File: src/rtl/pipelined_csel_adder.sv
// Pipelined carry-select adder/subtractor: one M-bit block resolved per stage, valid/ready on both sides.
// Optional build macro PCSA_SAT_EN enables signed saturation of S in the final stage.
module pipelined_csel_adder #(
  parameter int N = 32,
  parameter int M = 8
) (
  input  logic         clk,
  input  logic         rst,
  input  logic         in_valid,
  output logic         in_ready,
  input  logic [N-1:0] A,
  input  logic [N-1:0] B,
  input  logic         Cin,
  input  logic         sub,
  output logic         out_valid,
  input  logic         out_ready,
  output logic [N-1:0] S,
  output logic         Cout,
  output logic         OF
);

  localparam int L = N / M;

  logic         w_adv;
  logic         w_vld [L];
  logic         w_c   [L];
  logic [N-1:0] w_s   [L];
  logic [N-1:0] w_a   [L];
  logic [N-1:0] w_b   [L];

`ifdef PCSA_SAT_EN
  function automatic logic [N-1:0] sat_fn(input logic [N-1:0] s, input logic of,
                                          input logic sign_a);
    logic signed [N-1:0] lim;
    if (!of) return s;
    lim = sign_a ? {1'b1, {(N-1){1'b0}}} : {1'b0, {(N-1){1'b1}}};
    return lim;
  endfunction
`endif

  assign w_adv    = !(out_valid && !out_ready);
  assign in_ready = w_adv;

  // Stage-1 sources come straight from the input port; subtraction folds into B' and c0
  assign w_vld[0] = in_valid;
  assign w_a[0]   = A;
  assign w_b[0]   = sub ? ~B : B;
  assign w_c[0]   = sub | Cin;
  assign w_s[0]   = '0;

  for (genvar k = 0; k < L; k++) begin : g_stage
    logic [M:0]   w_sum0;
    logic [M:0]   w_sum1;
    logic [M:0]   w_sel;
    logic [N-1:0] w_snext;

    assign w_sum0 = {1'b0, w_a[k][k*M +: M]} + {1'b0, w_b[k][k*M +: M]};
    assign w_sum1 = {1'b0, w_a[k][k*M +: M]} + {1'b0, w_b[k][k*M +: M]} + {{M{1'b0}}, 1'b1};
    assign w_sel  = w_c[k] ? w_sum1 : w_sum0;

    always_comb begin
      w_snext            = w_s[k];
      w_snext[k*M +: M]  = w_sel[M-1:0];
    end

    if (k < L-1) begin : g_mid
      logic         r_vld;
      logic         r_c;
      logic [N-1:0] r_s;
      logic [N-1:0] r_a;
      logic [N-1:0] r_b;

      // Stage k+1 -> k+2 boundary
      always_ff @(posedge clk or posedge rst) begin
        if (rst)        r_vld <= 1'b0;
        else if (w_adv) r_vld <= w_vld[k];
      end

      always_ff @(posedge clk) begin
        if (w_adv) begin
          r_c <= w_sel[M];
          r_s <= w_snext;
          r_a <= w_a[k];
          r_b <= w_b[k];
        end
      end

      assign w_vld[k+1] = r_vld;
      assign w_c[k+1]   = r_c;
      assign w_s[k+1]   = r_s;
      assign w_a[k+1]   = r_a;
      assign w_b[k+1]   = r_b;
    end else begin : g_last
      logic         w_of;
      logic [N-1:0] w_sres;

      assign w_of = (w_a[k][N-1] == w_b[k][N-1]) && (w_snext[N-1] != w_a[k][N-1]);
`ifdef PCSA_SAT_EN
      assign w_sres = sat_fn(w_snext, w_of, w_a[k][N-1]);
`else
      assign w_sres = w_snext;
`endif

      // Final stage: output register, held while downstream stalls
      always_ff @(posedge clk or posedge rst) begin
        if (rst) begin
          out_valid <= 1'b0;
          S         <= '0;
          Cout      <= 1'b0;
          OF        <= 1'b0;
        end else if (w_adv) begin
          out_valid <= w_vld[k];
          S         <= w_sres;
          Cout      <= w_sel[M];
          OF        <= w_of;
        end
      end
    end
  end

endmodule

File: config.mk
export PLATFORM = sky130hd
export DESIGN_NAME = pipelined_csel_adder
export DESIGN_NICKNAME = d
export VERILOG_FILES = /design/src/rtl/pipelined_csel_adder.sv
export SDC_FILE = /design/constraint.sdc
export NUM_CORES = 1
export LEC_CHECK = 0
export CAP_MARGIN = 10
export CORE_MARGIN = 2
export CORE_UTILIZATION = 39
export DETAILED_ROUTE_END_ITERATION = 8
export GPL_TIMING_DRIVEN = 0
export PLACE_DENSITY = 0.72
export SYNTH_ARGS = -nofsm -noshare
export SYNTH_HDL_FRONTEND = slang
export SYNTH_SLANG_ARGS = --single-unit
File: constraint.sdc
create_clock -name clk -period 4.83 [get_ports clk]
set_input_delay 0.966 -clock clk [delete_from_list [all_inputs] [get_ports clk]]
set_output_delay 0.966 -clock clk [all_outputs]
set_load 0.005 [all_outputs]
==> run summary <==
* **Core Box Area** 20100 um2
* **run status** finished clean
* **netlist area before placement** 7946 um2
* **leakage component of the power** 0.003777 uW
* **DRT iter0 DRCs** 220
* **final estimated routing congestion in global placement** 0.7959
* **setup repair after global routing missed its margin** false
* **kind of end point of the critical path** output port
* **Worst Tran Pin Value** 836.9 ps
* **sum of net half-perimeters after detailed placement** 9.880 mm
* **floorplan die height** 146.7 um
* **I/O pin cnt** 106
* **total of hold buffers inserted after clock tree synthesis** 0
* **Die Width** 146.7 um
* **Worst Hold Slack** 413.3 ps
* **sw power** 1738 uW
* **maximum clock skew at final layout** 8.733 ps
* **number of diodes** 0
* **Syn Inst Count** 519
* **Post-layout nets** 756
* **postcts setup bufs** 0
* **clock period minus final worst setup slack** 4070 ps
* **GRT Residual Overflow** 0
* **mean number of vias per cell** 4.695
* **total number of H-tree levels** 4
* **leading register cell type out of synthesis** edfxtp_1
* **peak supply drop** 0.2383 mV
* **number of unique standard cell types used by synthesis** 52
* **clock-pin slew of the registers on the worst-case setup and hold paths** 60 ps
* **Total Wirelength** 13.59 mm
* **count of state elements after synthesis** 185
* **most frequent cells in the layout** 147 x edfxtp_1, 104 x clkdlybuf4s50_1, 55 x xor2_1
* **Tightest Hold Check Type** reg2reg
* **launch point of the critical path** out_ready
* **type of the setup path with the least slack** in2out
* **Clock Latency Late Sink** 420 ps
* **# Max-Cap Violations** 0
* **antenna violations before repair** 0
* **cell family contributing the most delay on the critical path** buffers and inverters
* **crit path max-delay cell type** clkinvlp_4
* **net count of the mapped netlist** 630
* **Pre-Repair DR Iteration Count** 4
* **async set-or-reset flop fraction in the synthesized netlist** 20.54%
* **share of total power consumed by net switching** 28.94%
* **highest attainable clock frequency** 245.7 MHz
* **residual antenna-violating net count after detailed routing** 0
* **number of synthesized flops with an enable pin** 147
* **TritonCTS clock tree** yes
* **Final Cycle Share** 84.26%
* **GRT Resource Usage Total** 13.28%
* **Int Power** 4267 uW
* **start point of the worst min-delay path** g_stage[0].g_mid.r_b[26]
* **pin count of the biggest net entering global routing** 44
* **first-pass GRT wire length** 22.27 mm
* **leading cell type in the layout, fill and taps excluded** edfxtp_1
* **max_slew headroom** 44.12%
* **RR Startpoint** g_stage[2].g_mid.r_a[24]
* **area growth from synthesis to final layout** 25.74%
* **clk buf depth** 2
* **Placement Setup Slack** 520.1 ps
* **power density over the cells** 601.0 nW/um2
* **Mapped Avg Cell Area** 15.31 um2
* **worst-case setup margin in the final layout** 760.0 ps
* **input/output buffers** 104
* **DRC violations left** 0
* **post-cts resize count** 0
* **routed length per placed instance** 14.64 um
* **design area** 9992 um2
* **required time at the worst-slack endpoint** 3860 ps
* **master cell of the clock root buffer** clkbuf_16
* **share of power burned in combinational logic** 32.4%
* **Startpoint Class** input pin
* **final-report max-slew violation count** 0
* **library cell appearing most often on the critical path** clkdlybuf4s50_1
* **CTS Sinks** 185
* **largest incremental delay on the critical path** 700 ps
* **share of total power in sequential cells** 44.4%
* **setup TNS** 0 ps
* **post-synthesis sequential area ratio** 67.52%
* **final-report hold violation count** 0
* **full die area** 21530 um2
* **number of synthesis warnings** 0
* **Setup violations, final** 0
* **clock network fraction of total power** 23.2%
* **number of placement rows** 52
* **via count of the first global-routing pass** 4582
* **list of cells traversed by the critical path** clkdlybuf4s50_1, nor2b_1, buf_2, clkinvlp_4, clkdlybuf4s50_1
* **number of clock buffers inserted by TritonCTS** 17
* **Starting Density** 39.53%
* **critical path data arrival time** 3100 ps
* **CP Max Fanout** 38
* **WP buf/inv** 4
* **via total after detailed routing** 4357
* **layout cells sized above 1** 11.09%
* **cell area after placement** 9389 um2
stage by stage:
step                util (%)  std cells  power (uW)
floorplan                  -        519        3920
global placement       46.40        893        4534
detailed placement     46.70        896        4650
CTS                    49.70        928        6080
global route           49.70        928        6386
finish                 49.70        928        6005
synth_stat cells, types with 3 or more instances:
cell	instances	share of area (%)
nor2_1	22	1.0
clkbuf_1	6	0.28
dfrtp_1	38	12
ha_1	37	5.8
nand2_1	29	1.4
xor2_1	55	6.1
o21ai_0	22	1.4
edfxtp_1	147	56
mux2_2	28	4.0
a21oi_1	14	0.88
a21o_1	6	0.57
or2_2	3	0.24
nor3_1	9	0.57
a211oi_1	3	0.28
xnor2_1	23	2.5
nand2b_1	3	0.24
o21a_1	4	0.38
nor4_1	3	0.24
nand3_1	4	0.25
fa_1	4	1.0
buf_1	3	0.14
inv_1	16	0.76
nor2b_1	4	0.31
per-layer routing:
| metal | share of wire [%] | routed length [um] | vias to the layer above | GRT usage, % |
|---|---|---|---|---|
| met5 | 0 | 0 | - | 0 |
| met4 | 2.3 | 317 | 0 | 5.485 |
| met3 | 3.6 | 490 | 25 | 3.540 |
| met2 | 55 | 7468 | 87 | 24.65 |
| met1 | 39 | 5313 | 2092 | 14.29 |
| li1 | - | - | 2153 | - |
flip-flops by register name, indices dropped and copies added, names as in the netlist, 3 cells and up:
signal / flops
g_stage.g_mid.r_vld: 3
g_stage.g_mid.r_s: 48
S: 32
g_stage.g_mid.r_c: 3
g_stage.g_mid.r_a: 48
g_stage.g_mid.r_b: 48
area by class of cell:
class	count	area (um2)
Inverter	16	63.81
Sequential cell	185	5365
Clock inverter	13	170.2
Fill cell	1650	10110
Multi-Input combinational cell	308	2482
Clock buffer	19	432.9
Tap cell	270	337.8
Timing Repair Buffer	107	1101
Buffer	10	38.79
path summary, 6_finish.rpt:
path	to	slack (ps)	depth (start not counted)
worst max-delay path	in_ready	760	5
worst min-delay path	g_stage[1].g_mid.r_b[26]	410	0
worst max register to register	OF	2080	9
worst min register to register	g_stage[1].g_mid.r_b[26]	410	0
max in group asynchronous	S[27]	3260	2
min in group asynchronous	S[16]	1030	2
power by group through the flow:
stage | clock network [uW] | logic (uW) | registers, uW
floorplan | 0 | 1250 | 2670
global placement | 0 | 1820 | 2710
detailed placement | 0 | 1940 | 2710
CTS | 1430 | 1970 | 2680
global route | 1490 | 2160 | 2730
finish | 1390 | 1940 | 2670
logic make-up after synthesis:
group	Yosys count	synth area share, %
xor+xnor	80	9.085
mux	29	4.094
simple gates	91	5.700
flops	185	67.52
fa+ha+maj	41	6.834
buf+inv	26	1.244
compound gates	67	5.527
(Power assumes the default switching activity.)
